<file path="config.mk">
export PLATFORM = sky130hd
export DESIGN_NAME = msa_issue_ctrl
export DESIGN_NICKNAME = d
export VERILOG_FILES = /design/src/rtl/msa_pkg.sv /design/src/rtl/msa_lat_cnt.sv /design/src/rtl/msa_issue_ctrl.sv
export SDC_FILE = /design/constraint.sdc
export NUM_CORES = 1
export LEC_CHECK = 0
export CAP_MARGIN = 10
export CELL_PAD_IN_SITES_DETAIL_PLACEMENT = 0
export CELL_PAD_IN_SITES_GLOBAL_PLACEMENT = 1
export CORE_AREA = 3 3 47 49
export CTS_CLUSTER_SIZE = 25
export DETAILED_ROUTE_END_ITERATION = 12
export DIE_AREA = 0 0 50 52
export DONT_BUFFER_PORTS = 1
export MAX_ROUTING_LAYER = met4
export PLACE_DENSITY = 0.74
export SYNTH_ARGS = -nofsm -noshare
export SYNTH_HDL_FRONTEND = slang
export SYNTH_SLANG_ARGS = --single-unit
</file>
<file path="constraint.sdc">
create_clock -name clk -period 4.5 [get_ports clk]
set_clock_uncertainty 0.2 [all_clocks]
set_input_delay 1.35 -clock clk [delete_from_list [all_inputs] [get_ports clk]]
set_output_delay 1.35 -clock clk [all_outputs]
set_load 0.005 [all_outputs]
</file>
<file path="src/rtl/msa_pkg.sv">
// Shared MSA definitions: decoder format codes, issue FSM state encoding and
// small format-classification helpers used by both the decoder and issue control.
package msa_pkg;

    localparam int LAT_W = 4;

    localparam logic [3:0] FMT_I8     = 4'd0;
    localparam logic [3:0] FMT_I5     = 4'd1;
    localparam logic [3:0] FMT_I10    = 4'd2;
    localparam logic [3:0] FMT_BIT    = 4'd3;
    localparam logic [3:0] FMT_3R     = 4'd4;
    localparam logic [3:0] FMT_ELM    = 4'd5;
    localparam logic [3:0] FMT_3RF    = 4'd6;
    localparam logic [3:0] FMT_2R     = 4'd7;
    localparam logic [3:0] FMT_2RF    = 4'd8;
    localparam logic [3:0] FMT_VEC    = 4'd9;
    localparam logic [3:0] FMT_MI10   = 4'd10;
    localparam logic [3:0] FMT_BRANCH = 4'd11;

    typedef enum logic [1:0] {
        ST_IDLE = 2'd0,
        ST_EXEC = 2'd1,
        ST_MEM  = 2'd2,
        ST_WB   = 2'd3
    } msa_state_t;

    // Floating-point formats take the long execute latency.
    function automatic logic fmt_is_fp(input logic [3:0] fmt);
        return (fmt == FMT_3RF) || (fmt == FMT_2RF);
    endfunction

    // Formats that run through the execute pipe and write a vector register.
    function automatic logic fmt_is_compute(input logic [3:0] fmt);
        return fmt <= FMT_VEC;
    endfunction

    function automatic logic fmt_is_illegal(input logic [3:0] fmt);
        return fmt > FMT_BRANCH;
    endfunction

endpackage

</file>
<file path="src/rtl/msa_lat_cnt.sv">
// Execute-latency down-counter: loaded on issue, decremented while executing,
// done when the final execute cycle is reached.
module msa_lat_cnt
    import msa_pkg::*;
(
    input  logic             clk,
    input  logic             rst,
    input  logic             load,
    input  logic [LAT_W-1:0] load_val,
    input  logic             dec,
    output logic [LAT_W-1:0] count,
    output logic             done
);

    always_ff @(posedge clk or posedge rst) begin
        if (rst) begin
            count <= '0;
        end else if (load) begin
            count <= load_val;
        end else if (dec && (count != '0)) begin
            count <= count - 1'b1;
        end
    end

    // A count of 1 marks the last execute cycle; writeback follows it.
    assign done = (count == LAT_W'(1));

endmodule

</file>
<file path="src/rtl/msa_issue_ctrl.sv">
// MSA issue controller: single instruction in flight through IDLE/EXEC/MEM/WB.
// Define MSA_ISSUE_PERF_EN to add the saturating stall_cnt performance counter.
module msa_issue_ctrl
    import msa_pkg::*;
#(
    parameter int LAT_FP  = 4,
    parameter int LAT_INT = 1
) (
    input  logic        clk,
    input  logic        rst,
    input  logic        in_valid,
    output logic        in_ready,
    input  logic [3:0]  format,
    input  logic [4:0]  wd,
    output logic        ex_start,
    output logic [3:0]  ex_fmt,
    output logic        mem_req,
    input  logic        mem_ack,
    output logic        wb_en,
    output logic [4:0]  wb_reg,
    output logic        illegal,
`ifdef MSA_ISSUE_PERF_EN
    output logic [31:0] stall_cnt,
`endif
    output logic [1:0]  state_dbg
);

    localparam logic [LAT_W-1:0] LAT_FP_V  = LAT_FP[LAT_W-1:0];
    localparam logic [LAT_W-1:0] LAT_INT_V = LAT_INT[LAT_W-1:0];

    // Handshake: an instruction transfers on a rising edge where in_valid and
    // in_ready are both 1; in_ready depends only on state, never on in_valid.
    msa_state_t       state;
    msa_state_t       state_nxt;
    logic             accept;
    logic             is_compute;
    logic             is_mem;
    logic             is_branch;
    logic             is_bad;
    logic             cnt_load;
    logic [LAT_W-1:0] cnt_val;
    logic [LAT_W-1:0] cnt;
    logic             cnt_done;
    logic [4:0]       wd_q;

    assign accept     = in_valid && in_ready;
    assign is_compute = fmt_is_compute(format);
    assign is_mem     = (format == FMT_MI10);
    assign is_branch  = (format == FMT_BRANCH);
    assign is_bad     = fmt_is_illegal(format);
    assign cnt_load   = accept && is_compute;
    assign cnt_val    = fmt_is_fp(format) ? LAT_FP_V : LAT_INT_V;

    msa_lat_cnt u_lat_cnt (
        .clk      (clk),
        .rst      (rst),
        .load     (cnt_load),
        .load_val (cnt_val),
        .dec      (state == ST_EXEC),
        .count    (cnt),
        .done     (cnt_done)
    );

    always_ff @(posedge clk or posedge rst) begin
        if (rst) begin
            state <= ST_IDLE;
        end else begin
            state <= state_nxt;
        end
    end

    always_comb begin
        state_nxt = state;
        case (state)
            ST_IDLE: begin
                if (accept && is_compute) begin
                    state_nxt = ST_EXEC;
                end else if (accept && is_mem) begin
                    state_nxt = ST_MEM;
                end
            end
            ST_EXEC: begin
                if (cnt_done) begin
                    state_nxt = ST_WB;
                end
            end
            ST_MEM: begin
                if (mem_ack) begin
                    state_nxt = ST_WB;
                end
            end
            ST_WB: begin
                state_nxt = ST_IDLE;
            end
            default: begin
                state_nxt = ST_IDLE;
            end
        endcase
    end

    always_comb begin
        in_ready  = (state == ST_IDLE);
        mem_req   = (state == ST_MEM);
        wb_en     = (state == ST_WB);
        wb_reg    = wd_q;
        state_dbg = state;
    end

    // Illegal formats must leave the latched instruction fields untouched.
    always_ff @(posedge clk or posedge rst) begin
        if (rst) begin
            ex_start <= 1'b0;
            illegal  <= 1'b0;
            ex_fmt   <= '0;
            wd_q     <= '0;
        end else begin
            ex_start <= accept && (is_compute || is_branch);
            illegal  <= accept && is_bad;
            if (accept && !is_bad) begin
                ex_fmt <= format;
                wd_q   <= wd;
            end
        end
    end

`ifdef MSA_ISSUE_PERF_EN
    always_ff @(posedge clk or posedge rst) begin
        if (rst) begin
            stall_cnt <= '0;
        end else if (in_valid && !in_ready && (stall_cnt != 32'hFFFF_FFFF)) begin
            stall_cnt <= stall_cnt + 32'd1;
        end
    end
`endif

endmodule

</file>
# After elaboration in Yosys (flattened, before gate mapping)
# Cells that the tools add are included.
[totals]
reg_bits = 17
latchBits = 0
mem_bits_rw = 0
romBits = 0
inputBits = 13
out_inout_bits = 16
word_cells = 42
n_memories = 0
[op_classes]
addsub = 1
multipliers = 0
n_div = 0
magnitude_cmp = 2
eq_ne = 11
shift = 0
muxes = 8
bitwise = 0
reduce_logical = 14
[ops]
columns = ["cell", "count"]
rows = [
  ["== test 4 bit, second input constant", 3],
  ["2-to-1 mux 2 bit", 4],
  ["2-to-1 mux 4 bit", 2],
  ["one-hot mux 2 bit (4 select lines)", 1],
  ["logical AND 1 bit", 7],
  ["== test 2 bit, second input constant", 2],
  ["== test 4 x 1 -> 1 bit, second input constant", 1],
  ["== test 4 x 3 -> 1 bit, second input constant", 1],
  ["greater-than comparator 4 bit, second input constant", 1],
  ["less-or-equal comparator 4 bit, second input constant", 1],
  ["nonzero test 4 bit", 1],
  ["subtractor 4 x 1 -> 4 bit, second input constant", 1],
  ["2-to-1 mux 3 bit", 1],
  ["!= test 3 x 1 -> 1 bit, second input constant", 1],
  ["AND reduction 3 bit", 1],
  ["== test 2 x 1 -> 1 bit, second input constant", 1],
  ["zero test 2 bit", 1],
  ["logical OR 1 bit", 2],
  ["!= test 2 x 1 -> 1 bit, second input constant", 1],
  ["!= test 2 bit, second input constant", 1],
  ["nonzero test 2 bit", 1],
  ["zero test 1 bit", 1],
]

# Logic depth before layout (Yosys ltp)
# Gate-level depths: netlist (run 1).
[depth]
depth_word = 6
ltp_mapped = 7
ltp_nobuf = 6

# Cells and area by module
# A second synthesis (run 1) with hierarchy kept.
[unflattened]
hier_cells = 87
area_unflattened_um2 = 937.1
[modules_own_cells]
columns = ["module", "n_inst", "cells_each", "area_per_inst_um2", "seq_area_each_um2"]
rows = [
  ["msa_issue_ctrl", 1, 57, 650.6, 325.3],
  ["msa_lat_cnt", 1, 30, 286.5, 100.1],
]

# Worst setup path before layout (run 1)
# OpenSTA, ideal clock, no wires.
[synth_path]
kind = "input -> register"
startpoint = "input port format[1]"
endpoint = "register u_lat_cnt.count[0]"
setup_time_ns = 0.118
arrival_ns = 2.158
t_required_ns = 4.182
path_slack_ns = 2.024
path_stages = 4
n_path_buf = 0
path_cell_list = "or3b_1 -> a211oi_2 -> a21oi_1 -> a21o_1"
[synth_via]
elab_chain_cells = 4
elab_cells_between_ends = 8
cone_classes = "order compare (1); eq/ne (2); mux (2); reduce/logical (3)"
[synth_lines]
columns = ["element", "line_no", "source"]
rows = [
  ["from (decl)", "msa_issue_ctrl.sv:13", "input logic [3:0] format,"],
  ["parallel branches: the longest is 4 deep, another holds less-or-equal comparator 4 bit", "n/a", ""],
  ["to (signal assigned)", "msa_lat_cnt.sv:19", "count <= load_val;"],
  ["to (signal assigned)", "msa_lat_cnt.sv:21", "count <= count - 1'b1;"],
  ["to (decl)", "msa_lat_cnt.sv:11", "output logic [LAT_W-1:0] count,"],
]
# Parallel ways; which one is timed is not known.
# A chain may end at the register's enable or synchronous reset.

# Worst setup path in the final report (run 1)
[layout_path]
startpoint = "register state[0], in the netlist state_dbg[0]"
endpoint = "output port in_ready"
[layout_via]
elab_chain_cells = 1
[layout_lines]
columns = ["element", "line_no", "source"]
rows = [
  ["from (decl)", "msa_issue_ctrl.sv:33", "msa_state_t state;"],
  ["from (signal assigned)", "msa_issue_ctrl.sv:68", "state <= state_nxt;"],
  ["zero test 2 bit", "msa_issue_ctrl.sv:102", "in_ready = (state == ST_IDLE);"],
  ["to (decl)", "msa_issue_ctrl.sv:12", "output logic in_ready,"],
]
# Every way passes these cells.

==> impl_metrics.csv, run 1 <==
group,metric,value,unit
global_route,grt-ovfl-total,0,
cts,cts_sinks,17,
global_route,met3_usage,0.04298,
layout,post-route-util,0.4875,
layout,insertedDiodeCount,0,
cts,clk_pin_slew,0.10,ns
synth,synthCells,87,
die,core_region_area,1902,µm²
cts,htreeDepth,1,
cts,clock_latency,0.29,ns
cts,cts-root-buf,"clkbuf_4",
drt,drt-initial-drc-count,5,
sta,slew-limit-headroom,0.5862,
setup_path,required,2.95,ns
synth,synth_cell_types,26,
setup_path,slowest_delay,0.43,ns
synth,yosysWarnings,0,
sta,fin_crit,2.710,ns
synth,synth_fa_ha_area_frac,0.08584,
setup_path,critPathLaunchType,"flip-flop",
global_route,use_met2,0.2152,
synth,synth_area_leaders,"dfrtp_1 49%, ha_1 8.6%, mux2_2 7.7%",
synth,syn_avg_cell_area,10.05,µm²
setup_path,crit_chain,"inv_1 -> ha_1",
setup_path,crit_type,"reg -> out",
cts,cts_tree,"done",
run_status,status,"finished clean",
setup_path,r2r_cells,6,
synth,ys_seq_area_frac,0.4864,
die,ios,29,
synth,netlist_area,874.6,µm²
global_route,use_met1,0.1636,
cts,cts_buffer_depth,2,
synth,synth_top_family_by_area,"simple AND/OR/NAND/NOR gates",
place,dp_cells,112,
layout,drive_above_1_share,0.1573,
sta,drv_slew,0,
synth,synth.largest_area_cell,"dfrtp_1",
sta,fin_setup_tns,0,ns
sta,finalCritPeriodShare,0.6022,
power_and_ir_drop,p_per_area,676.1,nW/µm²
drt,drtAntennaViolNets,0,
global_route,grt_pass1_wl,2691,µm
setup_path,path_max_fanout,7,
die,die_y,52,µm
synth,synth_xor_area_frac,0.01001,
place,place.gp.congestion,0.7468,
synth,synth-simple-area-share,0.1617,
global_route,grt_max_degree,18,
setup_path,worst_path_max_delay_cell,"dfrtp_1",
power_and_ir_drop,leakage,0.4322,nW
min_path,holdPathStages,2,
setup_path,end_kind,"output port",
min_path,hold_path.class,"reg -> reg",
die,die_w,50,µm
synth,synth_mux_area_frac,0.08870,
power_and_ir_drop,vdd_drop_max,0.0003267,V
die,placementRows,16,
setup_path,crit_arrival,1.16,ns
setup_path,r2r-start,"u_lat_cnt.count[0]$_DFFE_PP0P_",
job,cap_violations,0,
synth,synth_common_cells,"17 x dfrtp_1, 11 x nor2_1, 8 x a21oi_1",
die,initial_utilization,0.4599,
sta,rsz0062_at_grt,"false",
drt,post_drt_wl_per_cell,13.63,µm
layout,largest_reg_flops,5,
synth,synth_edf_count,0,
drt,drc,0,
sta,finalSetupViolCount,0,
setup_path,timing.critical_path.from,"state_dbg[0]$_DFFE_PP0P_",
synth,post-synth-top-count-cell,"dfrtp_1",
synth,synth_compound_area_frac,0.1273,
drt,drt-pass1-iter-count,4,
sta,hold_viol_final,0,
layout,areaGrowthSynthToFinish,6.009,%
drt,wirelength,1581,µm
layout,stdcell_count,116,
drt,viasPerCell,5.353,
min_path,min_from,"ex_fmt[0]$_DFFE_PP0P_",
drt,via_count,621,
synth,ys_async_sr_fraction,1.000,
synth,synth_top_area_share,0.4864,
cts,post_cts_buffers,0,
place,dpl.hpwl,1258,µm
cts,postCtsResizedCells,0,
global_route,grt_pass1_vias,625,
cts,numCtsBuffers,3,
global_route,grt_antenna_before_repair,0,
global_route,track_usage,0.1409,
die,die-area,2600,µm²
synth,synth_fp_nets,106,
place,numPortBuffers,0,
sta,max_freq,369.0,MHz
synth,ys_seq_elements,17,
global_route,top_usage_layer,"met2",
sta,tightest_slew,0.6200,ns
layout,fin_nets,109,
synth,ys.flop_type,"dfrtp_1",
cts,cts_hold_buffers,0,
[logic make-up after synthesis]
kind of cell,count (synthesis)
adders and majority gates,6
DFF,17
AOI/OAI and AO/OA,18
buffers and inverters,9
muxes,7
xor gates and xnor gates,1
and+or+nand+nor,29
[per-stage QoR]
step / setup WS (ns) / hold slack, ns / power, mW / instance area [µm²]
final: 1.790 / 0.3221 / 0.6269 / 927.1
after global routing: 1.704 / 0.3697 / 0.6941 / 927.1
after CTS: 1.759 / 0.3351 / 0.6380 / 927.1
after detailed placement: 1.982 / 0.3121 / 0.5576 / 899.6
after global placement: 1.983 / 0.3066 / 0.5510 / 899.6
after floorplan: 2.024 / 0.2733 / 0.5031 / 874.6
[report_power, final]
group          internal, mW  switching (mW)
combinational         0.127           0.135
clock                0.0330          0.0465
sequential            0.226          0.0595
total                 0.386           0.241
[path summary, 6_finish.rpt]
kind,slack [ns],to
max in group asynchronous,2.89,ex_fmt[3]$_DFFE_PP0P_
hold reg to reg,0.32,ex_fmt[0]$_DFFE_PP0P_
setup / recovery,1.79,in_ready
min in group asynchronous,0.81,state_dbg[0]$_DFFE_PP0P_
hold / removal,0.32,ex_fmt[0]$_DFFE_PP0P_
setup reg to reg,2.60,u_lat_cnt.count[3]$_DFFE_PP0P_
[critical path, delay by kind of cell, from the launching register on]
family / cells / cell delay (ns)
adder cells (fa/ha/maj): 1 / 0.31
flip-flops: 1 / 0.43
buffers and inverters: 1 / 0.12
[area by class of cell]
type	instances	area [µm²]
fillers	197	974.7
multi-input cells	61	414.1
inverters	7	26.28
clock buffers	3	22.52
well taps	27	33.78
flip-flops and latches	17	425.4
clock inverters	1	5.005
[cell usage in the layout, fill, tap and decap left out, types with 2 or more instances in the layout]
cell      instances
dfrtp_1          17
clkbuf_4          3
ha_1              6
nand3_1           4
a21oi_1           8
o21ai_0           4
mux2_2            6
nor2_1           11
nor2b_1           2
nand2_1           5
or2_2             2
inv_1             7
[layer usage]
layer | up-vias | wire length [µm]
met3 | 4 | 167
met5 | - | 0
li1 | 308 | -
met1 | 281 | 670
met2 | 28 | 718
met4 | 0 | 25
(Power assumes the default switching activity.)
==> run 2: changes to the inputs <==
--- a/config.mk
+++ b/config.mk
@@ -5,16 +5,17 @@
 export SDC_FILE = /design/constraint.sdc
 export NUM_CORES = 1
 export LEC_CHECK = 0
+export ABC_AREA = 1
 export CAP_MARGIN = 10
 export CELL_PAD_IN_SITES_DETAIL_PLACEMENT = 0
 export CELL_PAD_IN_SITES_GLOBAL_PLACEMENT = 1
-export CORE_AREA = 3 3 47 49
+export CORE_AREA = 3 3 41 71
 export CTS_CLUSTER_SIZE = 25
 export DETAILED_ROUTE_END_ITERATION = 12
-export DIE_AREA = 0 0 50 52
+export DIE_AREA = 0 0 44 74
 export DONT_BUFFER_PORTS = 1
 export MAX_ROUTING_LAYER = met4
-export PLACE_DENSITY = 0.74
+export PLACE_DENSITY = 0.65
 export SYNTH_ARGS = -nofsm -noshare
 export SYNTH_HDL_FRONTEND = slang
 export SYNTH_SLANG_ARGS = --single-unit
==> constraint.sdc (replaced) <==
create_clock -name clk -period 2.4 [get_ports clk]
set_clock_uncertainty 0.2 [all_clocks]
set_input_delay 0.72 -clock clk [delete_from_list [all_inputs] [get_ports clk]]
set_output_delay 0.72 -clock clk [all_outputs]
set_load 0.005 [all_outputs]
==> run 2 against run 1 <==
Count of clock-buffer cells in the layout increased by 1. Sequential share of layout area is 1.8 points lower. Largest power group unchanged. Clock power increased to 2.7 times the previous value. Critical path type unchanged. Sequential cell count unchanged.
==> impl_metrics.csv, run 2 <==
group,metric,value,unit
synth,ys_seq_area_frac,0.4755,
cts,post_cts_buffers,0,
synth,synth.largest_area_cell,"dfrtp_1",
cts,numCtsBuffers,3,
power_and_ir_drop,p_per_area,1244,nW/µm²
cts,cts_tree,"done",
global_route,track_usage,0.1236,
power_and_ir_drop,swShare,0.4047,
synth,yosysWarnings,0,
synth,synth_edf_count,0,
drt,wirelength,1671,µm
power_and_ir_drop,p_seq_frac,0.428,
setup_path,crit_type,"reg -> out",
power_and_ir_drop,p_comb_frac,0.395,
synth,synth_area_leaders,"dfrtp_1 48%, nand2_1 18%, ha_1 8.4%",
drt,via_count,681,
synth,ys.flop_type,"dfrtp_1",
sta,fin_crit,1.970,ns
layout,final_common_cell,"nand2_1",
layout,final_cell_area,964.7,µm²
layout,insertedDiodeCount,0,
job,cap_violations,0,
cts,cts_sinks,17,
synth,synthCells,113,
run_status,status,"finished clean",
synth,synth_fp_nets,132,
global_route,grt_pass1_vias,705,
synth,netlist_area,894.6,µm²
setup_path,end_kind,"output port",
cts,htreeDepth,1,
global_route,grt_antenna_before_repair,0,
sta,finalCritPeriodShare,0.8207,
cts,cts_buffer_depth,2,
layout,stdcell_count,142,
die,core_region_area,2462,µm²
power_and_ir_drop,leakage,0.5440,nW
synth,synth_cell_types,16,
synth,post-synth-top-count-cell,"nand2_1",
drt,viasPerCell,4.796,
synth,ys_async_sr_fraction,1.000,
setup_path,rrSetupSlack,0.58,ns
setup_path,timing.critical_path.from,"state_dbg[0]$_DFFE_PP0P_",
synth,synth_common_cells,"42 x nand2_1, 17 x dfrtp_1, 15 x inv_1",
place,dp_cells,138,
setup_path,crit_path_end,"in_ready",
power_and_ir_drop,p_int,0.7146,mW
global_route,grt_pass1_wl,2870,µm
power_and_ir_drop,clkPwrFrac,0.177,
layout,fin_nets,136,
synth,synth_top_area_share,0.4755,
die,placementRows,24,
layout,areaGrowthSynthToFinish,7.832,%
sta,drv_slew,0,
global_route,grt_max_degree,18,
drt,post_drt_wl_per_cell,11.77,µm
sta,max_freq,507.7,MHz
sta,finalSetupViolCount,0,
layout,drive_above_1_share,0.06034,
setup_path,required,1.48,ns
setup_path,worstReg2RegEnd,"wb_reg[3]$_DFFE_PP0P_",
sta,tightest_slew,0.6295,ns
place,postPlaceCellArea,919.6,µm²
setup_path,path_max_fanout,5,
cts,postCtsResizedCells,0,
sta,slew-limit-headroom,0.5798,
setup_path,r2r-start,"state_dbg[0]$_DFFE_PP0P_",
setup_path,crit_arrival,1.05,ns
die,die_y,74,µm
place,place.gp.congestion,0.7862,
setup_path,critPathLaunchType,"flip-flop",
cts,clk_pin_slew,0.07,ns
drt,drt-initial-drc-count,16,
power_and_ir_drop,p_sw,0.4859,mW
layout,final_cell_mix,"42 x nand2_1, 17 x dfrtp_1, 15 x inv_1",
drt,drc,0,
layout,largest_reg_flops,5,
die,die-area,3256,µm²
place,dpl.hpwl,1346,µm
min_path,hold_path.class,"in -> async",
sta,fin_setup_tns,0,ns
place,numPortBuffers,0,
drt,drtAntennaViolNets,0,
die,ios,29,
die,initial_utilization,0.3633,
drt,drt-pass1-iter-count,4,
cts,cts_hold_buffers,0,
power_and_ir_drop,vdd_drop_max,0.0004870,V
global_route,grt-ovfl-total,0,
cts,cts-root-buf,"clkbuf_8",
cts,clock_latency,0.25,ns
synth,ys_seq_elements,17,
setup_path,r2r_cells,8,
synth,syn_avg_cell_area,7.917,µm²
die,die_w,44,µm
sta,rsz0062_at_grt,"false",
sta,hold_viol_final,0,
## run 2: cell count changes in the layout (fill, tap and decap cells not counted), sizes merged, moves of 3 or more
cell   before  now
nor2       11    7
mux2        6    0
a21oi       8    2
nand3       4   10
nand2       5   44
inv         7   15
o21ai       4    7
## run 2: logic make-up (layout without fill, tap and decap cells)
| group | Yosys count | after routing | share of synthesized area |
|---|---|---|---|
| flip-flops | 17 | 17 | 0.4755 |
| AND/OR/NAND/NOR | 63 | 63 | 0.3035 |
| XOR/XNOR | 1 | 1 | 0.009792 |
| adder cells (fa/ha/maj) | 6 | 6 | 0.08391 |
| buffers and inverters | 17 | 20 | 0.07692 |
| AO/OA/AOI/OAI | 9 | 9 | 0.05035 |
## run 2: worst max-delay path: stages, from the launching register on
cell,delay (ns)
dfrtp_1,0.44
inv_1,0.10
ha_1,0.25
## run 2: final cells by class
type                    count  area (µm²)
clock buffers               4       45.04
flip-flops and latches     17       425.4
multi-input cells          79       400.4
fillers                   268        1498
well taps                  26       32.53
inverters                  16       61.31
## run 2: per-stage QoR
stage / power [mW] / utilization / worst slack, ns / hold slack, ns
floorplan: 0.9085 / - / 0.7697 / 0.2724
global placement: 1.005 / 0.3735 / 0.5555 / 0.2949
detailed placement: 1.012 / 0.3735 / 0.5400 / 0.2960
CTS: 1.231 / 0.3918 / 0.4016 / 0.2668
global route: 1.332 / 0.3918 / 0.3347 / 0.2821
finish: 1.201 / 0.3918 / 0.4303 / 0.2316
## run 2: power groups by stage
stage	registers [mW]	clock network, mW	logic [mW]
finish	0.514	0.213	0.474
floorplan	0.495	0	0.413
global placement	0.521	0	0.484
CTS	0.519	0.224	0.488
detailed placement	0.523	0	0.489
global route	0.534	0.234	0.563
## run 2: worst min-delay path by stage
stage | startpoint | to | slack (ns)
after floorplan | wb_reg[0]$_DFFE_PP0P_ | wb_reg[0]$_DFFE_PP0P_ | 0.27
after global placement | wb_reg[4]$_DFFE_PP0P_ | wb_reg[4]$_DFFE_PP0P_ | 0.29
after detailed placement | wb_reg[4]$_DFFE_PP0P_ | wb_reg[4]$_DFFE_PP0P_ | 0.30
after CTS | rst | wb_reg[2]$_DFFE_PP0P_ | 0.27
after global routing | rst | wb_reg[0]$_DFFE_PP0P_ | 0.28
final | rst | wb_reg[0]$_DFFE_PP0P_ | 0.23
## run 2: per-layer routing
metal	routed length [µm]	GRT usage	vias to the layer above
met4	48	0.08054	0
met1	663	0.1296	304
met3	109	0.02663	5
li1	-	-	352
met2	850	0.2029	20
met5	0	-	-
